--- src/rtl/dmem_access_unit.sv ---
// rtl/dmem_access_unit.sv - memory-stage front end that drives dmemory and splits misaligned accesses into bytes
module dmem_access_unit #(
    parameter logic MISALIGN_SPLIT = 1'b1
) (
    input  logic        clock,
    input  logic        reset,
    input  logic        req_valid,
    output logic        req_ready,
    input  logic        req_write,
    input  logic [1:0]  req_size,
    input  logic        req_unsigned,
    input  logic [31:0] req_addr,
    input  logic [31:0] req_wdata,
    output logic        resp_valid,
    output logic [31:0] resp_rdata,
    output logic        resp_split,
    output logic        resp_error,
    output logic [31:0] mem_address,
    output logic        mem_read_write,
    output logic [1:0]  mem_access_size,
    output logic        mem_load_un,
    output logic [31:0] mem_data_in,
    input  logic [31:0] mem_data_out
);

    typedef enum logic [1:0] {S_IDLE, S_ACCESS, S_SPLIT, S_RESP} state_t;

    localparam logic [1:0] SZ_HALF = 2'd1;
    localparam logic [1:0] SZ_WORD = 2'd2;
    localparam logic [1:0] SZ_BAD  = 2'd3;

    state_t      state_q;
    logic        write_q;
    logic [1:0]  size_q;
    logic        uns_q;
    logic [31:0] addr_q;
    logic [31:0] wdata_q;
    logic [1:0]  k_q;
    logic [31:0] asm_q;
    logic [31:0] asm_d;

    logic        resp_valid_q;
    logic [31:0] resp_rdata_q;
    logic        resp_split_q;
    logic        resp_error_q;
    logic [31:0] mem_addr_q;
    logic        mem_rw_q;
    logic [1:0]  mem_size_q;
    logic        mem_un_q;
    logic [31:0] mem_din_q;

    logic        misaligned_req;
    logic [1:0]  k_next;
    logic [1:0]  last_k;
    logic [7:0]  next_wbyte;
    logic [31:0] split_result;

    // Request classification and split-sequence helpers
    always_comb begin
        misaligned_req = ((req_size == SZ_HALF) && req_addr[0]) ||
                         ((req_size == SZ_WORD) && (req_addr[1:0] != 2'b00));
        k_next         = k_q + 2'd1;
        last_k         = (size_q == SZ_WORD) ? 2'd3 : 2'd1;
        next_wbyte     = wdata_q[{k_next, 3'b000} +: 8];
        asm_d          = asm_q;
        asm_d[{k_q, 3'b000} +: 8] = mem_data_out[7:0];
        split_result   = (size_q == SZ_WORD) ? asm_d
                       : {{16{asm_d[15] & ~uns_q}}, asm_d[15:0]};
    end

    // Single FSM: latches the request, sequences memory accesses and registers every output
    always_ff @(posedge clock) begin
        if (reset) begin
            state_q      <= S_IDLE;
            write_q      <= 1'b0;
            size_q       <= 2'd0;
            uns_q        <= 1'b0;
            addr_q       <= 32'd0;
            wdata_q      <= 32'd0;
            k_q          <= 2'd0;
            asm_q        <= 32'd0;
            resp_valid_q <= 1'b0;
            resp_rdata_q <= 32'd0;
            resp_split_q <= 1'b0;
            resp_error_q <= 1'b0;
            mem_addr_q   <= 32'd0;
            mem_rw_q     <= 1'b0;
            mem_size_q   <= 2'd0;
            mem_un_q     <= 1'b0;
            mem_din_q    <= 32'd0;
        end else begin
            case (state_q)
                S_IDLE: begin
                    if (req_valid) begin
                        write_q <= req_write;
                        size_q  <= req_size;
                        uns_q   <= req_unsigned;
                        addr_q  <= req_addr;
                        wdata_q <= req_wdata;
                        k_q     <= 2'd0;
                        asm_q   <= 32'd0;
                        if ((req_size == SZ_BAD) || (misaligned_req && !MISALIGN_SPLIT)) begin
                            state_q      <= S_RESP;
                            resp_valid_q <= 1'b1;
                            resp_error_q <= 1'b1;
                            resp_rdata_q <= 32'd0;
                            resp_split_q <= 1'b0;
                        end else if (misaligned_req) begin
                            state_q    <= S_SPLIT;
                            mem_addr_q <= req_addr;
                            mem_rw_q   <= req_write;
                            mem_size_q <= 2'd0;
                            mem_un_q   <= 1'b1;
                            mem_din_q  <= {24'd0, req_wdata[7:0]};
                        end else begin
                            state_q    <= S_ACCESS;
                            mem_addr_q <= req_addr;
                            mem_rw_q   <= req_write;
                            mem_size_q <= req_size;
                            mem_un_q   <= req_unsigned;
                            mem_din_q  <= req_wdata;
                        end
                    end
                end
                S_ACCESS: begin
                    state_q      <= S_RESP;
                    resp_valid_q <= 1'b1;
                    resp_rdata_q <= write_q ? 32'd0 : mem_data_out;
                    resp_split_q <= 1'b0;
                    resp_error_q <= 1'b0;
                    mem_addr_q   <= 32'd0;
                    mem_rw_q     <= 1'b0;
                    mem_size_q   <= 2'd0;
                    mem_un_q     <= 1'b0;
                    mem_din_q    <= 32'd0;
                end
                S_SPLIT: begin
                    if (!write_q) begin
                        asm_q <= asm_d;
                    end
                    if (k_q == last_k) begin
                        state_q      <= S_RESP;
                        resp_valid_q <= 1'b1;
                        resp_rdata_q <= write_q ? 32'd0 : split_result;
                        resp_split_q <= 1'b1;
                        resp_error_q <= 1'b0;
                        mem_addr_q   <= 32'd0;
                        mem_rw_q     <= 1'b0;
                        mem_size_q   <= 2'd0;
                        mem_un_q     <= 1'b0;
                        mem_din_q    <= 32'd0;
                    end else begin
                        k_q        <= k_next;
                        mem_addr_q <= addr_q + {30'd0, k_next};
                        mem_din_q  <= {24'd0, next_wbyte};
                    end
                end
                default: begin
                    state_q      <= S_IDLE;
                    resp_valid_q <= 1'b0;
                    resp_rdata_q <= 32'd0;
                    resp_split_q <= 1'b0;
                    resp_error_q <= 1'b0;
                end
            endcase
        end
    end

    assign req_ready       = (state_q == S_IDLE);
    assign resp_valid      = resp_valid_q;
    assign resp_rdata      = resp_rdata_q;
    assign resp_split      = resp_split_q;
    assign resp_error      = resp_error_q;
    assign mem_address     = mem_addr_q;
    // Reset must stop the byte being written at the aborting edge, so the write strobe is masked by it
    assign mem_read_write  = mem_rw_q & ~reset;
    assign mem_access_size = mem_size_q;
    assign mem_load_un     = mem_un_q;
    assign mem_data_in     = mem_din_q;

endmodule
--- config.mk ---
export PLATFORM = sky130hd
export DESIGN_NAME = dmem_access_unit
export DESIGN_NICKNAME = d
export VERILOG_FILES = /design/src/rtl/dmem_access_unit.sv
export SDC_FILE = /design/constraint.sdc
export NUM_CORES = 1
export LEC_CHECK = 0
export CAP_MARGIN = 0
export CORE_MARGIN = 8
export CORE_UTILIZATION = 46
export DETAILED_ROUTE_END_ITERATION = 8
export GPL_TIMING_DRIVEN = 0
export PLACE_DENSITY = 0.85
export SYNTH_ARGS = -nofsm -noshare
export SYNTH_HDL_FRONTEND = slang
export SYNTH_SLANG_ARGS = --single-unit
--- constraint.sdc ---
create_clock -name clock -period 2.4 [get_ports clock]
set_input_delay 0.24 -clock clock [delete_from_list [all_inputs] [get_ports clock]]
set_output_delay 0.24 -clock clock [all_outputs]
set_load 0.005 [all_outputs]
==> metrics.md, run 1 <==
| Metric | Value |
|---|---|
| Part of the cycle the worst path needs | `1.02` |
| DR WL met2 | `15,000 µm` |
| Final wirelength | `32,600 µm` |
| Worst Clk Skew | `0.0121 ns` |
| Hold_buf cts | `0` |
| Drc violations | `0` |
| GP Congestion | `0.948` |
| Synth Register Bits | `207` |
| CP top delay family | `adder cells` |
| Cell taking the most area after synthesis | `dfxtp_1` |
| Max Cap Viol | `0` |
| Clk buf depth | `3` |
| Reg2Reg Setup Slack | `-0.04 ns` |
| Final Net Count | `1,486` |
| M1 WL | `13,400 µm` |
| CP bufs+invs | `3` |
| Commonest cells post-synth | `207 x dfxtp_1, 175 x nand2_1, 142 x a21oi_1, 103 x nor2_1, 57 x o21ai_0` |
| Die X-Extent | `160 µm` |
| Synth top area cells | `dfxtp_1 44%, a21oi_1 7.5%, nand2_1 6.9%` |
| Minimum clock period | `2.44 ns` |
| Post-Syn Instances | `1,140` |
| Antenna violations before repair | `1` |
| Std-Cell Rows | `52` |
| Clock latency on the worst-skew pair | `0.51 ns` |
| Ys Warns | `0` |
| Worst path cell trace | `buf_6, inv_8, ha_4, inv_4, fa_2, nand4b_4, or2_4, o311a_1, a221oi_2, a21oi_1` |
| CTS tree | `yes` |
| Post-layout util | `0.632` |
| Count leader, synth | `dfxtp_1` |
| Die area | `0.0255 mm²` |
| VDD IR max | `0.000608 V` |
| Area Overhead vs Synth | `34.7%` |
| Fill cells | `1,690` |
| H-tree depth | `1` |
| Final WS setup | `-0.0414 ns` |
| Max Used Layer | `met4` |
| Storage cell area | `0.00415 mm²` |
| Global route total overflow | `0` |
| Hold Path Class | `primary input to flip-flop` |
| P per Cell Area | `1030 mW/mm²` |
| Via-to-Cell Ratio | `5.85` |
| Net Count, Synth | `1,255` |
| F_max | `0.410 GHz` |
| Share of cells above drive strength 1 | `0.107` |
| EDFF count, synth | `0` |
| Post-synthesis async set-or-reset flop share | `0` |
| Crit path largest cell delay | `0.36 ns` |
| Leak | `4.60 nW` |
| Worst slew pin tran | `0.760 ns` |
| Routed via count | `9,699` |
| Total track usage | `0.243` |
| Worst-path maximum fanout | `6` |
| Router iterations before antenna repair | `8` |
| Failing checks | `setup timing` |
| Rel. slew slack | `0.493` |
| Final setup vio count | `3` |
| Wire per inst | `19.7 µm` |
| Area occupied by multi-input gates | `0.00495 mm²` |
| Max-slew violation count | `0` |
| Post-synth design cell area | `0.00949 mm²` |
| IO buf count | `196` |
| Fin cells | `1,659` |
| Iter 0 DRT Violations | `915` |
| RSZ-0062 raised after global routing | `yes` |
| Final hold vios | `0` |
| Vias in the first global route | `9,468` |
| CP max stage cell | `fa_2` |
| Setup CP Type | `flip-flop to flip-flop` |
| Syn_area_per_cell | `8.33 µm²` |
| CP startpoint kind | `flip-flop` |
| Dpl cells | `1,606` |
| Largest net degree at the start of global routing | `20` |
| Status | `finished with violations` |
| CP required | `2.79 ns` |
| Hold WS | `0.0686 ns` |
| Core area | `0.0202 mm²` |
| Clk root buf | `clkbuf_16` |
| Clk sinks | `207` |
| Global-route wire length before repair | `51,400 µm` |
| Cell variety after synth | `70` |
| Sequential fraction of the synthesis area | `0.436` |
| Ports | `207` |
| DPL Wire Length | `24,000 µm` |
| Worst EP arrival | `2.83 ns` |
| Clk pin slew, worst setup/hold paths | `0.06 ns` |
| Total power | `13.2 mW` |
| CP endpoint kind | `flip-flop` |
| Die Ht | `160 µm` |
| Initial Utilization | `0.469` |
| Ys flop type | `dfxtp_1` |
| Top cell type's share of synthesized area | `0.436` |
| CTS Buf Count | `23` |
| Met3 wire len | `3020 µm` |
| Antenna-violating nets left | `0` |
## logic make-up (layout without fill, tap and decap cells)
family,after synthesis,after routing,synth area share
AND/OR/NAND/NOR,396,396,0.197
AO/OA/AOI/OAI,372,372,0.254
flip-flops,207,207,0.436
buffers and inverters,122,370,0.0557
XOR/XNOR,20,20,0.0185
adder cells (fa/ha/maj),12,12,0.0166
multiplexers,11,11,0.0221
other,0,1,0
## area by class of cell
cell class / count / share of cell area
diodes: 1 / 0.000196
plain buffers: 96 / 0.0349
clock buffers: 32 / 0.0508
clock inverters: 10 / 0.00734
inverters: 23 / 0.00753
multi-input cells: 811 / 0.387
flip-flops and latches: 207 / 0.324
well taps: 270 / 0.0264
repair buffers: 209 / 0.161
## flip-flops by register name (all words and copies together), names as in the netlist, 2 cells and up
register         flops
state_q              2
mem_access_size      2
addr_q              32
size_q               2
k_q                  2
resp_rdata          32
wdata_q             32
asm_q               32
mem_address         32
mem_data_in         32
## per-stage QoR
step	worst slack [ns]	TNS [ns]	cell area, µm²
after floorplan	0.00658	0	9520
after global placement	-0.373	-12.16	11800
after detailed placement	-0.395	-15.05	11800
after CTS	-0.0740	-0.218	12700
after global routing	-0.165	-0.890	12800
final	-0.0414	-0.0861	12800
## tightest hold or removal path: cells and delay by family
family	cells	cell delay (ns)
buffers and inverters	1	0.14
and+or+nand+nor	1	0.09
AOI/OAI and AO/OA	1	0.06
## power breakdown
group / internal, mW / switching [mW]
clock network: 2.01 / 1.46
registers: 4.05 / 0.428
logic: 2.16 / 3.09
## metal layers
layer / vias up / GRT usage
met5: - / 0
met4: 0 / 0.0918
met3: 90 / 0.0524
met2: 513 / 0.394
met1: 4558 / 0.312
li1: 4538 / -
## cell usage in the layout (no fill, tap or decap), drive strengths merged, types with 11 or more instances in the layout
cell type	instances
ha	11
clkbuf	90
nor2	104
a21oi	142
nand3	14
nand2	175
nor2b	15
nand4	13
buf	51
inv	23
a221oi	36
and3	14
dfxtp	207
o21ai	69
a22oi	56
o2bb2ai	16
xor2	11
a22o	17
nor3	14
clkdlybuf4s50	196
## timing repair
item	CTS	global route
endpoints found under the setup margin	61	91
resized for setup	18	31
endpoints found under the hold margin	0	0
pin swaps	5	5
buffers inserted	6	7
## path summary, 6_finish.rpt
check,start,to,cells after the start
min reg2reg,wdata_q[9],wdata_q[9],2
min,req_size[0],size_q[0],3
max reg2reg,k_q[0],mem_address[16],10
max,k_q[0],mem_address[16],10
Note: power is estimated with default switching activity, not from simulation.
==> run 2, diff against run 1 <==
Settings changed: ABC_AREA from default to 1, CORE_UTILIZATION 46 to 47, PLACE_DENSITY 0.85 to 0.86, SLEW_MARGIN from default to 5.
==> metrics.md, run 2 <==
| Metric | Value |
|---|---|
| CP max stage cell | `dfxtp_4` |
| Count leader, synth | `nand2_1` |
| Core area | `0.0210 mm²` |
| Part of the cycle the worst path needs | `0.974` |
| Synth Register Bits | `207` |
| Post-synthesis async set-or-reset flop share | `0` |
| Cell taking the most area after synthesis | `dfxtp_1` |
| Clk pwr share | `0.238` |
| Die Ht | `162 µm` |
| CP Capture Point | `mem_address[30]` |
| Antenna violations before repair | `0` |
| Commonest non-fill, non-tap cell in the layout | `nand2_1` |
| Area Overhead vs Synth | `34.9%` |
| Final setup vio count | `0` |
| Post-synth design cell area | `0.0101 mm²` |
| CTS Buf Count | `23` |
| R2r worst-path depth | `14` |
| Switching Fraction | `0.401` |
| Std-Cell Rows | `53` |
| Drc violations | `0` |
| Syn_area_per_cell | `6.71 µm²` |
| EDFF count, synth | `0` |
| DPL Wire Length | `25,400 µm` |
| Final wirelength | `33,900 µm` |
| Max-slew violation count | `0` |
| Internal | `8.99 mW` |
| Fin cells | `2,039` |
| Worst slew pin tran | `0.628 ns` |
| Largest net degree at the start of global routing | `14` |
| Area occupied by multi-input gates | `0.00524 mm²` |
| Reg2Reg Setup Slack | `0.06 ns` |
| Worst-path maximum fanout | `5` |
| H-tree depth | `1` |
| Minimum clock period | `2.34 ns` |
| Switch Pwr | `6.01 mW` |
| Fill cells | `1,802` |
| Status | `finished, final reports clean` |
| Top cell type's share of synthesized area | `0.412` |
| Setup CP Type | `flip-flop to flip-flop` |
| CP startpoint kind | `flip-flop` |
| Routed via count | `11,100` |
| Crit path depth | `14` |
| Worst EP arrival | `2.74 ns` |
| Share of cells above drive strength 1 | `0.0856` |
| Initial Utilization | `0.479` |
| Final hold vios | `0` |
| Sequential fraction of the synthesis area | `0.412` |
| GP Congestion | `0.938` |
| P per Cell Area | `1100 mW/mm²` |
| FF-to-FF Start | `k_q[0]` |
| Hold Path Class | `primary input to flip-flop` |
| Via-to-Cell Ratio | `5.45` |
| Global-route wire length before repair | `53,400 µm` |
| Router iterations before antenna repair | `6` |
| Storage cell area | `0.00415 mm²` |
| Clk buf depth | `3` |
| Hold_buf cts | `0` |
| VDD IR max | `0.000650 V` |
| Clk pin slew, worst setup/hold paths | `0.06 ns` |
| Ys Warns | `0` |
| Crit path launch | `k_q[0]` |
| Final Net Count | `1,863` |
| Die X-Extent | `162 µm` |
| Final Instance Area | `0.0136 mm²` |
| CP bufs+invs | `4` |
| Die area | `0.0264 mm²` |
| F_max | `0.428 GHz` |
| Crit path largest cell delay | `0.38 ns` |
| Antenna cell count | `0` |
| Dpl cells | `1,981` |
| Reg power frac | `0.323` |
| Cell Area, Placed | `0.0125 mm²` |
| CP required | `2.81 ns` |
| IO buf count | `206` |
| Worst r2r dst | `mem_address[30]` |
| CP top delay family | `simple AND/OR/NAND/NOR gates` |
| Cell variety after synth | `43` |
| Most frequent cells in the layout | `360 x nand2_1, 206 x clkdlybuf4s50_1, 205 x dfxtp_1` |
| Vias in the first global route | `10,600` |
| Ys flop type | `dfxtp_1` |
| Total track usage | `0.246` |
| Synth top area cells | `dfxtp_1 41%, nand2_1 14%, a21oi_1 9.2%` |
| Iter 0 DRT Violations | `1,013` |
| CTS tree | `yes` |
| Net Count, Synth | `1,615` |
| Rel. slew slack | `0.581` |
| CP endpoint kind | `flip-flop` |
| Leak | `5.51 nW` |
| Ports | `207` |
| Global route total overflow | `0` |
| Worst Clk Skew | `0.0251 ns` |
| Clock latency on the worst-skew pair | `0.52 ns` |
| Worst path cell trace | `inv_4, buf_12, ha_4, inv_8, fa_2, nor2_4, nand3_2, nor2_4, buf_12, nand2_2, nor2_2, nand2_1, nand3_1, a21oi_1` |
| Final TNS setup | `0 ns` |
| Clk root buf | `clkbuf_16` |
| Comb pwr share | `0.440` |
| Antenna-violating nets left | `0` |
| Wire per inst | `16.6 µm` |
| Post-Syn Instances | `1,500` |
| Commonest cells post-synth | `364 x nand2_1, 207 x dfxtp_1, 200 x nor2_1, 185 x a21oi_1, 172 x o21ai_0` |
| RSZ-0062 raised after global routing | `yes` |
| Clk sinks | `207` |
| Max Cap Viol | `0` |
[run 2: cells by family (layout without fill, tap and decap cells)]
logic type | after synthesis | after routing | synth area share
xor+xnor | 4 | 4 | 0.00348
compound gates | 392 | 392 | 0.202
flops | 207 | 207 | 0.412
simple gates | 690 | 690 | 0.286
fa+ha+maj | 12 | 12 | 0.0157
buf+inv | 195 | 459 | 0.0814
[run 2: power by group through the flow]
stage | sequential [mW] | clock [mW] | combinational (mW)
after floorplan | 4.80 | 0 | 3.92
after global placement | 4.86 | 0 | 6.24
after detailed placement | 4.88 | 0 | 6.35
after CTS | 4.82 | 3.60 | 6.48
after global routing | 4.93 | 3.76 | 7.24
final | 4.84 | 3.57 | 6.60
[run 2: how the worst min path moves through the flow]
stage	startpoint	to	slack [ns]	cells after the start
final	req_wdata[15]	mem_data_in[15]	0.34	3
after global routing	req_wdata[23]	mem_data_in[23]	0.34	3
after CTS	req_wdata[23]	mem_data_in[23]	0.32	3
after detailed placement	asm_q[26]	asm_q[26]	0.45	2
after global placement	asm_q[29]	asm_q[29]	0.45	2
after floorplan	req_wdata[11]	mem_data_in[11]	0.38	2
[run 2: worst min-delay path: stages]
cell             delay [ns]
clkdlybuf4s50_1        0.42
nand2_1                0.07
a21oi_1                0.05
[run 2: timing repair]
item,4_1_cts,5_1_grt
pin swaps,9,8
endpoints found under the setup margin,22,77
setup buffers,14,5
gates resized for setup,16,31
cloned,1,0
[run 2: cell type report]
type,count,area share
multi-input combinational,1098,0.386
timing repair buffer,226,0.166
sequential,207,0.305
buffer,85,0.0315
clock inverter,9,0.00903
inverter,107,0.0305
clock buffer,32,0.0463
tap,275,0.0253
[run 2: layer usage]
layer	vias up	part of all wire	GRT usage
met1	5137	0.42	0.314
met2	499	0.46	0.406
li1	5382	-	-
met3	86	0.090	0.0518
met5	-	0	0
met4	0	0.030	0.0829
[run 2: stage by stage]
stage | util | setup WS [ns] | power (mW) | hold slack [ns]
global route | 0.646 | -0.0437 | 15.9 | 0.341
CTS | 0.640 | -0.0313 | 14.9 | 0.323
finish | 0.646 | 0.0623 | 15.0 | 0.337
floorplan | - | 0.00441 | 8.72 | 0.383
detailed placement | 0.596 | -0.374 | 11.2 | 0.452
global placement | 0.596 | -0.343 | 11.1 | 0.447
